--- src/rtl/wb_apb_bridge_pkg.sv ---
// Shared types and address-map defaults for the Wishbone-to-APB bridge.
package wb_apb_bridge_pkg;

   localparam int unsigned DATA_W = 32;
   localparam int unsigned ADDR_W = 32;
   localparam int unsigned SEL_W  = 4;
   localparam int unsigned CNT_W  = 8;

   localparam logic [ADDR_W-1:0] DEFAULT_BASE_ADDR    = 32'h3000_0000;
   localparam logic [ADDR_W-1:0] DEFAULT_ADDR_MASK    = 32'hFFFF_FF00;
   localparam logic [DATA_W-1:0] DEFAULT_TIMEOUT_DATA = 32'hDEAD_BEEF;

   typedef enum logic [1:0] {
      IDLE   = 2'd0,
      SETUP  = 2'd1,
      ACCESS = 2'd2,
      ACK    = 2'd3
   } state_e;

endpackage

--- src/rtl/wb_apb_bridge.sv ---
// Single-slave Wishbone classic to APB bridge with a bounded ACCESS wait timeout.
module wb_apb_bridge
   import wb_apb_bridge_pkg::*;
#(
   parameter logic [ADDR_W-1:0] BASE_ADDR      = DEFAULT_BASE_ADDR,
   parameter logic [ADDR_W-1:0] ADDR_MASK      = DEFAULT_ADDR_MASK,
   parameter int unsigned       TIMEOUT_CYCLES = 16,
   parameter logic [DATA_W-1:0] TIMEOUT_DATA   = DEFAULT_TIMEOUT_DATA
) (
   input  logic              clock,
   input  logic              rst_n,
   input  logic              wb_cyc_i,
   input  logic              wb_stb_i,
   input  logic              wb_we_i,
   input  logic [SEL_W-1:0]  wb_sel_i,
   input  logic [ADDR_W-1:0] wb_adr_i,
   input  logic [DATA_W-1:0] wb_dat_i,
   output logic              wb_ack_o,
   output logic [DATA_W-1:0] wb_dat_o,
   output logic [ADDR_W-1:0] apb_addr,
   output logic              apb_sel,
   output logic              apb_ena,
   output logic              apb_write,
   output logic [DATA_W-1:0] apb_wdata,
   output logic [SEL_W-1:0]  apb_pstb,
   input  logic [DATA_W-1:0] apb_rdata,
   input  logic              apb_rready,
   output logic              apb_timeout
);

   localparam logic [CNT_W-1:0] TIMEOUT_LIMIT = CNT_W'(TIMEOUT_CYCLES);

   state_e            state_q, state_d;
   logic [CNT_W-1:0]  cnt_q, cnt_d;
   logic              cyc_lost_q, cyc_lost_d;
   logic              launch;

   logic              ack_d;
   logic [DATA_W-1:0] dat_d;
   logic [ADDR_W-1:0] addr_d;
   logic              sel_d;
   logic              ena_d;
   logic              write_d;
   logic [DATA_W-1:0] wdata_d;
   logic [SEL_W-1:0]  pstb_d;
   logic              timeout_d;

   // Start a transfer for a fresh strobe that falls inside the decoded window.
   assign launch = wb_cyc_i & wb_stb_i & ~wb_ack_o
                 & ((wb_adr_i & ADDR_MASK) == BASE_ADDR);

   // State, wait counter and every output are registered here.
   always_ff @(posedge clock or negedge rst_n) begin
      if (!rst_n) begin
         state_q     <= IDLE;
         cnt_q       <= '0;
         cyc_lost_q  <= 1'b0;
         wb_ack_o    <= 1'b0;
         wb_dat_o    <= '0;
         apb_addr    <= '0;
         apb_sel     <= 1'b0;
         apb_ena     <= 1'b0;
         apb_write   <= 1'b0;
         apb_wdata   <= '0;
         apb_pstb    <= '0;
         apb_timeout <= 1'b0;
      end else begin
         state_q     <= state_d;
         cnt_q       <= cnt_d;
         cyc_lost_q  <= cyc_lost_d;
         wb_ack_o    <= ack_d;
         wb_dat_o    <= dat_d;
         apb_addr    <= addr_d;
         apb_sel     <= sel_d;
         apb_ena     <= ena_d;
         apb_write   <= write_d;
         apb_wdata   <= wdata_d;
         apb_pstb    <= pstb_d;
         apb_timeout <= timeout_d;
      end
   end

   // Next state and next values of the registered outputs.
   always_comb begin
      state_d    = state_q;
      cnt_d      = cnt_q;
      cyc_lost_d = cyc_lost_q;
      ack_d      = 1'b0;
      dat_d      = wb_dat_o;
      addr_d     = apb_addr;
      sel_d      = apb_sel;
      ena_d      = apb_ena;
      write_d    = apb_write;
      wdata_d    = apb_wdata;
      pstb_d     = apb_pstb;
      timeout_d  = 1'b0;

      unique case (state_q)
         IDLE: begin
            if (launch) begin
               state_d    = SETUP;
               cnt_d      = '0;
               cyc_lost_d = 1'b0;
               addr_d     = wb_adr_i & ~ADDR_MASK;
               write_d    = wb_we_i;
               wdata_d    = wb_dat_i;
               pstb_d     = wb_sel_i;
               sel_d      = 1'b1;
               ena_d      = 1'b0;
            end
         end

         SETUP: begin
            state_d = ACCESS;
            ena_d   = 1'b1;
            if (!wb_cyc_i) cyc_lost_d = 1'b1;
         end

         ACCESS: begin
            // APB cannot abort, so a dropped cycle only suppresses the ack.
            if (!wb_cyc_i) cyc_lost_d = 1'b1;
            if (apb_rready) begin
               if (!apb_write) dat_d = apb_rdata;
               state_d = ACK;
               sel_d   = 1'b0;
               ena_d   = 1'b0;
               ack_d   = wb_cyc_i & ~cyc_lost_q;
            end else if (cnt_q == TIMEOUT_LIMIT) begin
               if (!apb_write) dat_d = TIMEOUT_DATA;
               state_d   = ACK;
               sel_d     = 1'b0;
               ena_d     = 1'b0;
               ack_d     = wb_cyc_i & ~cyc_lost_q;
               timeout_d = 1'b1;
            end else begin
               cnt_d = cnt_q + CNT_W'(1);
            end
         end

         ACK: begin
            state_d = IDLE;
         end

         default: begin
            state_d = IDLE;
         end
      endcase
   end

endmodule

--- config.mk ---
export PLATFORM = sky130hd
export DESIGN_NAME = wb_apb_bridge
export DESIGN_NICKNAME = d
export VERILOG_FILES = /design/src/rtl/wb_apb_bridge_pkg.sv /design/src/rtl/wb_apb_bridge.sv
export SDC_FILE = /design/constraint.sdc
export NUM_CORES = 1
export LEC_CHECK = 0
export ABC_AREA = 1
export CAP_MARGIN = 20
export CORE_MARGIN = 3
export CORE_UTILIZATION = 65
export DETAILED_ROUTE_END_ITERATION = 10
export DONT_BUFFER_PORTS = 1
export PLACE_DENSITY = 0.81
export SETUP_SLACK_MARGIN = 0.05
export SYNTH_ARGS = -nofsm -noshare
export SYNTH_HDL_FRONTEND = slang
export SYNTH_SLANG_ARGS = --single-unit
export TNS_END_PERCENT = 100
--- constraint.sdc ---
create_clock -name clock -period 3.6 [get_ports clock]
set_clock_uncertainty 0.15 [all_clocks]
set_input_delay 1.08 -clock clock [delete_from_list [all_inputs] [get_ports clock]]
set_output_delay 1.08 -clock clock [all_outputs]
set_load 0.02 [all_outputs]
# Word level (Yosys, flattened, before mapping)
# Index checks and enable logic that the tools add are counted.
# Widths: inputs -> output; s select.
# op_classes
mux	26
n_reduce_logical	13
add_sub_neg	1
eq_ne	12
bitwise	6
# op_table
cell	count
$mux 32	4
$eq 24x22->1 const B	1
$mux 8	3
$pmux 8 s2	1
$ne 2x2->1 const B	6
$mux 1	11
$reduce_and 3->1	3
$add 8x1->8 const B	1
$eq 8x5->1 const B	1
$pmux 2 s4	1
$reduce_and 4->1	2
$mux 2	3
$reduce_bool 2->1	3
$and 1x1->1	4
$eq 2x2->1 const B	2
$pmux 1 s2	2
$reduce_and 2->1	2
$ne 3x3->1 const B	1
$pmux 1 s3	1
$reduce_bool 3->1	1
$eq 2x1->1 const B	1
$logic_not 2->1	1
$not 1->1	2
$reduce_or 2->1	1
# totals
reg_bits	92
out_inout_bits	105

# Longest topological paths before layout
# Gate-level depths: netlist of run 1.
# logic_depth
word_depth	5
depth_mapped	12

# Worst setup path before layout of run 1
# OpenSTA, ideal clock, no wires.
# synth_path
kind	input to register
from	in apb_rready
to	reg wb_dat_o[14]
n_path_buf	2
path_slack_ns	1.350
t_arrival_ns	1.983
cell_stages	9
setup_time_ns	0.117
path_cell_list	buf_2 > inv_1 > nand2_2 > nand2_4 > nor2_8 > inv_4 > buf_8 > nand2_1 > nand2_1
# synth_via
elab_chain_len	2
# synth_lines
element	line	rtl
start: declaration	wb_apb_bridge.sv:27	input logic apb_rready,
$ne 2x2->1 (no source line) / $reduce_bool 2->1 (equally long branches)	n/a	
$reduce_and 4->1 (no source line)	n/a	
end signal: assignment	wb_apb_bridge.sv:72	wb_dat_o <= dat_d;
end: declaration	wb_apb_bridge.sv:19	output logic [DATA_W-1:0] wb_dat_o,
# Parallel ways exist; a longest one is shown, timed or not.
# A chain may end at the register's enable or synchronous reset.

# Worst setup path after layout of run 1
# layout_path
from	in wb_adr_i[31]
to	reg cnt_q[1]
# layout_via
elab_chain_len	4
# layout_lines
element	line	rtl
start: declaration	wb_apb_bridge.sv:16	input logic [ADDR_W-1:0] wb_adr_i,
$eq 24x22->1	wb_apb_bridge.sv:50	& ((wb_adr_i & ADDR_MASK) == BASE_ADDR);
$and 1x1->1	wb_apb_bridge.sv:50	
$ne 2x2->1 (no source line)	n/a	
$reduce_and 4->1 (no source line)	n/a	
end signal: assignment	wb_apb_bridge.sv:69	cnt_q <= cnt_d;
end: declaration	wb_apb_bridge.sv:34	logic [CNT_W-1:0] cnt_q, cnt_d;
# Every way passes these cells.

==> key figures, run 1 <==
Route
  • DRT iter0 DRCs: 136
  • Drt wl/cell: 15.3 um
  • Final WL: 9180 um
  • Routed vias/inst: 5.38
  • Vias: 3,236
  • Drc violations: 0
  • Routed Antenna Nets: 0
  • Initial DRT Pass Iterations: 4

Setup path
  • Most frequent CP cell: nand2_1
  • Worst EP required: 3700 ps
  • Crit. End Element: flop
  • Max incr delay on CP: 340 ps
  • Critical path's slowest cell: nand2_1
  • CP cell instances: inv_1 > nand2_1 > nor2_1 > nand2_1 > nor2_1 > nand2_1 > nand2_1 > nand2_1 > nand2_1 > nand2_1
  • Crit start category: primary input
  • Critical Path AT: 2420 ps
  • Critical path's top delay family: simple AND/OR/NAND/NOR gates
  • CP Class: primary input to flop
  • Worst path buffer plus inverter count: 1
  • CP Max Fanout: 15

Global route
  • Initial antenna violation count: 0
  • Remaining Overflow, GRT: 0
  • First-pass GRT wire length: 13,600 um
  • Total Routing Usage GR: 22.7%
  • Largest net degree at the start of global routing: 93
  • Vias in the first global route: 2,946

Die
  • Core box area: 6490 um2
  • Die width: 88.6 um
  • # IOs: 211
  • Vert. Die Dim: 88.6 um
  • Die area: 7840 um2
  • Starting density of the core: 68.2%
  • Rows: 29

Clocking
  • H-tree depth: 3
  • Sink Count: 92
  • CTS-repair resized insts: 0
  • Worst-path clk slew: 110 ps
  • CTS tree: done
  • Clk_lat worst skew: 360 ps
  • CTS max path bufs: 2
  • CTS root buf: clkbuf_8
  • Postcts setup bufs: 0
  • CTS Buf Count: 9
  • CTS Hold Bufs: 0

Cells and area
  • Commonest non-fill, non-tap cells in the layout: 133 x nand2_1, 92 x dfrtp_1, 66 x inv_1
  • N_diodes: 0
  • Final net count: 631
  • Commonest non-fill, non-tap cell in the layout: nand2_1
  • Footprint of the multi-input gates: 1580 um2
  • Layout fillers: 491
  • Area grow syn2layout: 0.508%
  • Final std cells w/o fill: 601
  • Sequential Area: 2300 um2
  • Layout cells sized above 1: 6.49%

Synthesis
  • Ys Warns: 0
  • Netlist cell types: 29
  • Post-synthesis sequential area ratio: 52.0%
  • Mapped cell area: 4430 um2
  • Syn Area/Cell: 8.41 um2
  • Synth Instances: 527
  • Post-synthesis sequential element count: 92

Power and ir drop
  • Leakage power: 2.55 nW
  • Max VDD drop: 0.247 mV
  • Power Density: 391 nW/um2

Placed design
  • PortBufs: 0
  • Dpl cells: 585
  • Placer congestion estimate: 0.874
  • DP Wirelength: 6630 um

STA
  • Worst slew pin tran: 628 ps
  • Fin. max-slew vios: 0
  • Count of final hold-check violations: 0
  • RSZ-0062 raised after global routing: no
  • Final setup fails: 0
  • Final TNS setup: 0 ps
  • Final worst-path cycle share: 64.3%
  • Fin crit period: 2320 ps
  • F_max: 432 MHz
  • Rel. slew slack: 58.1%

Min path
  • Hold crit path type: primary input to asynchronous set/reset pin

Run
  • Maxcap violations: 0

Status
  • Status: finished, final reports clean
cell families after synthesis:
group,Yosys count,share of synthesized area [%]
simple gates,249,24.1
buf+inv,114,14.3
other cells,1,0.0846
compound gates,62,7.26
xor+xnor,3,0.593
fa+ha+maj,6,1.69
flops,92,52.0
worst register-to-register path, delay by kind of cell (launching register included):
family / cells / cell delay, ps
buffers and inverters: 2 / 330
adders and majority gates: 1 / 190
and+or+nand+nor: 8 / 1010
DFF: 1 / 420
metrics by stage:
stage               cell area [um2]  hold slack, ps  util, %  setup slack, ps  power, mW
floorplan                      4520             252        -             1350       1.11
global placement               4260             262     65.6              994       1.09
finish                         4450             257     68.6             1280       1.74
CTS                            4450             232     68.6             1290       1.75
detailed placement             4260             277     65.6              904       1.10
global route                   4450             222     68.6             1100       1.81
where the power goes:
group	total, mW	leakage (nW)	switching (mW)	internal (mW)
registers	1.03	1.10	0.00000109	1.03
logic	0.0430	1.35	0.0365	0.00652
clock network	0.667	0.0993	0.398	0.269
total	1.74	2.55	0.434	1.31
metal layers:
layer / up-vias / track usage, % / wire length, um
met5: - / 0 / 0
met4: 0 / 11.5 / 210
met3: 19 / 9.03 / 971
met2: 174 / 33.9 / 4380
met1: 1483 / 28.7 / 3620
li1: 1560 / - / -
cell usage after synthesis (all sizes together):
master	number	area, um2
a21oi	37	196
buf	41	359
clkbuf	4	15.0
conb	1	3.75
dfrtp	92	2300
ha	6	75.1
inv	69	262
nand2	138	536
nand3	38	200
nand4	7	43.8
nor2	60	254
nor3	5	25.0
nor3b	1	7.51
o21ai	25	125
xnor2	2	17.5
xor2	1	8.76
worst paths after layout:
| path | slack [ps] | to | cells after the start | start |
|---|---|---|---|---|
| setup / recovery | 1280 | cnt_q[1]$_DFFE_PN0P_ | 10 | wb_adr_i[31] |
| hold / removal | 260 | wb_dat_o[3]$_DFFE_PN0P_ | 0 | rst_n |
| setup reg to reg | 1400 | wb_dat_o[8]$_DFFE_PN0P_ | 11 | cnt_q[0]$_DFFE_PN0P_ |
| hold reg to reg | 290 | wb_ack_o$_DFF_PN0_ | 1 | cyc_lost_q$_DFFE_PN0P_ |
| max in group asynchronous | 2900 | apb_addr[0]$_DFFE_PN0P_ | 0 | rst_n |
| min in group clock | 290 | wb_ack_o$_DFF_PN0_ | 1 | cyc_lost_q$_DFFE_PN0P_ |
flip-flops by register name (all words and copies together) (netlist names):
signal	count
apb_pstb	4
apb_wdata	32
apb_timeout	1
apb_addr	8
apb_ena	1
cyc_lost_q	1
cnt_q	8
wb_ack_o	1
state_q	2
apb_sel	1
apb_write	1
wb_dat_o	32
final cells by class:
class                   instances  share of cell area, %
flip-flops and latches         92                   51.7
multi-input cells             344                   35.5
inverters                      69                   5.87
repair buffers                  3                  0.506
well taps                      77                   2.16
clock buffers                   9                   2.78
clock inverters                 7                   1.52
No activity file was read; power rests on OpenSTA's default activity.
==> inputs of run 2 (changes only) <==
- CORE_UTILIZATION: 65 -> 63
- PLACE_DENSITY: 0.81 -> 0.79
- clock period: 3.6 -> 2.3 ns (I/O delays scaled with it)
==> run 2 against run 1 <==
Against the previous run: the flow now finishes with violations (hold timing); critical path depth up 1; sequential share of layout area is 0.90 points lower; hold slack got worse by 390 ps; non-clock buffer count rose by 3; combinational power grew 57%; via count shrank 1.1%; sequential cell count is the same; cell area increased by 1.8%; core utilization is 0.44 points higher; die area rose by 3.0%; critical endpoint is now wb_dat_o[29]$_DFFE_PN0P_; largest power group unchanged; highest routed layer unchanged.
==> key figures, run 2 (synthesized netlist as in run 1, its figures left out) <==
Status
  • Status: finished with violations
  • Failing checks: hold timing

Cells and area
  • Commonest non-fill, non-tap cell in the layout: nand2_1
  • Layout cells sized above 1: 7.02% (+0.53 points)
  • Final std cells w/o fill: 620 (+3.2%)
  • Sequential Area: 2300 um2 (unchanged)
  • Commonest non-fill, non-tap cells in the layout: 133 x nand2_1, 92 x dfrtp_1, 66 x inv_1
  • Final net count: 634 (+0.48%)
  • Fin util: 69.0% (+0.44 points)
  • Layout fillers: 525 (+6.9%)
  • N_diodes: 0 (unchanged)
  • Top flop regs: apb_wdata (32), wb_dat_o (32)
  • Area grow syn2layout: 2.29%
  • Post-route cell area: 4530 um2 (+1.8%)
  • Footprint of the multi-input gates: 1580 um2 (unchanged)

STA
  • Final setup fails: 0 (unchanged)
  • Hold_ws: -133 ps (-390 ps)
  • F_max: 492 MHz
  • RSZ-0062 raised after global routing: no
  • Final worst slack: 268 ps (-1020 ps)
  • Count of final hold-check violations: 92 (+92)
  • Fin crit period: 2030 ps
  • Final TNS setup: 0 ps (unchanged)
  • Final worst-path cycle share: 88.3%
  • Fin. max-slew vios: 0 (unchanged)

Clocking
  • CTS max path bufs: 2 (unchanged)
  • Clk_lat worst skew: 350 ps (about the same)
  • CTS Buf Count: 9 (unchanged)
  • CTS tree: done
  • Worst-path clk slew: 110 ps (about the same)
  • Sink Count: 92 (unchanged)
  • H-tree depth: 3 (unchanged)
  • CTS root buf: clkbuf_8
  • Postcts setup bufs: 0 (unchanged)
  • CTS-repair resized insts: 0 (unchanged)

Setup path
  • Critical Path AT: 2120 ps (-300 ps)
  • CP Class: flop to flop
  • Reg2Reg Setup Slack: 270 ps (-1130 ps)
  • Last element of the critical path: wb_dat_o[29]$_DFFE_PN0P_
  • CP Max Fanout: 32 (+17)
  • Worst EP required: 2390 ps (-1310 ps)
  • Crit path launch: cnt_q[0]$_DFFE_PN0P_
  • Crit start category: flop
  • R2R Path End: wb_dat_o[29]$_DFFE_PN0P_
  • Crit. End Element: flop
  • R2R depth: 11 (unchanged)
  • Reg-to-Reg Start: cnt_q[0]$_DFFE_PN0P_

Power and ir drop
  • Internal: 2.15 mW (+65%)
  • Clk pwr share: 40.4% (+2.1 points)
  • Comb pwr share: 2.4% (about the same)
  • Switching power total: 0.670 mW (+54%)
  • Seq pwr share: 57.2% (-2.1 points)
  • Power Density: 623 nW/um2 (+59%)
  • Leakage power: 2.58 nW (+1.1%)
  • Tot Pwr: 2.83 mW (+62%)
  • Max VDD drop: 0.471 mV (+91%)
  • Sw frac: 23.7% (-1.2 points)

Route
  • Drt wl/cell: 14.9 um (-2.7%)
  • Routed Antenna Nets: 0 (unchanged)
  • Vias: 3,201 (-1.1%)
  • DRT iter0 DRCs: 136 (unchanged)
  • Routed vias/inst: 5.16 (-4.1%)
  • Initial DRT Pass Iterations: 6 (+2)
  • Final WL: 9210 um (+0.35%)
  • Drc violations: 0 (unchanged)

Run
  • Maxcap violations: 0 (unchanged)

Die
  • Rows: 29 (unchanged)
  • Die area: 8070 um2 (+3.0%)
  • Starting density of the core: 67.5% (-0.75 points)
  • Core box area: 6570 um2 (+1.1%)
  • Vert. Die Dim: 89.9 um (+1.5%)
  • # IOs: 211 (unchanged)
  • Die width: 89.9 um (+1.5%)

Placed design
  • DP Wirelength: 6860 um (+3.5%)
  • Place WS: 250 ps (-654 ps)
  • Dpl cells: 604 (+3.2%)
  • Placer congestion estimate: 0.883 (+1.0%)
  • DP Area: 4320 um2 (+1.3%)
  • PortBufs: 0 (unchanged)

Global route
  • Vias in the first global route: 3,126 (+6.1%)
  • Initial antenna violation count: 0 (unchanged)
  • First-pass GRT wire length: 15,000 um (+10%)
  • Remaining Overflow, GRT: 0 (unchanged)
  • Largest net degree at the start of global routing: 93 (unchanged)
  • Total Routing Usage GR: 22.8% (+0.16 points)

Min path
  • Hold crit path type: primary input to asynchronous set/reset pin
-- run 2: layout make-up --
cell class / instances / area share [%]
sequential: 92 / 50.8
multi-input combinational: 344 / 34.8
inverter: 69 / 5.77
clock buffer: 9 / 2.73
tap: 93 / 2.57
clock inverter: 7 / 2.02
timing repair buffer: 6 / 1.27
-- run 2: power groups by stage --
stage | clock network, mW | registers (mW) | logic [mW]
finish | 1.14 | 1.62 | 0.0673
global route | 1.24 | 1.62 | 0.0743
CTS | 1.16 | 1.62 | 0.0652
detailed placement | 0 | 1.65 | 0.0650
global placement | 0 | 1.65 | 0.0637
floorplan | 0 | 1.65 | 0.0934
-- run 2: worst min-delay path by stage --
| stage | from | end | slack (ps) |
|---|---|---|---|
| 6_report | rst_n | wb_dat_o[16]$_DFFE_PN0P_ | -130 |
| 5_1_grt | rst_n | wb_dat_o[19]$_DFFE_PN0P_ | -150 |
| 4_1_cts | rst_n | wb_dat_o[19]$_DFFE_PN0P_ | -150 |
| 3_5_place_dp | rst_n | wb_dat_o[29]$_DFFE_PN0P_ | 250 |
| 3_3_place_gp | rst_n | wb_dat_o[29]$_DFFE_PN0P_ | 250 |
| 2_1_floorplan | rst_n | apb_addr[0]$_DFFE_PN0P_ | 240 |
-- run 2: critical path, cell delays in order, from the launching register on --
cell and delay, ps:
dfrtp_1 430, inv_1 90, ha_1 170, nand2_2 60, nor2_2 80, nand3_2 90
nand2_2 120, nand2_4 80, nor2_8 270, inv_4 200, nand2_1 110, nand2_1 50
-- run 2: metal layers --
| metal | wire (um) | part of all wire, % | global-route usage (%) | up-vias |
|---|---|---|---|---|
| met5 | 0 | 0 | 0 | - |
| met4 | 151 | 1.6 | 8.04 | 0 |
| met3 | 935 | 10 | 8.01 | 12 |
| met2 | 4520 | 49 | 38.0 | 137 |
| met1 | 3600 | 39 | 27.8 | 1480 |
| li1 | - | - | - | 1572 |
==> inputs of run 3 (changes only) <==
- ABC_CLOCK_PERIOD_IN_PS: not set -> 2300
- CTS_CLUSTER_SIZE: not set -> 28
==> results of run 3 <==
No change in the layout: final DEF, timing and power equal those of run 2.
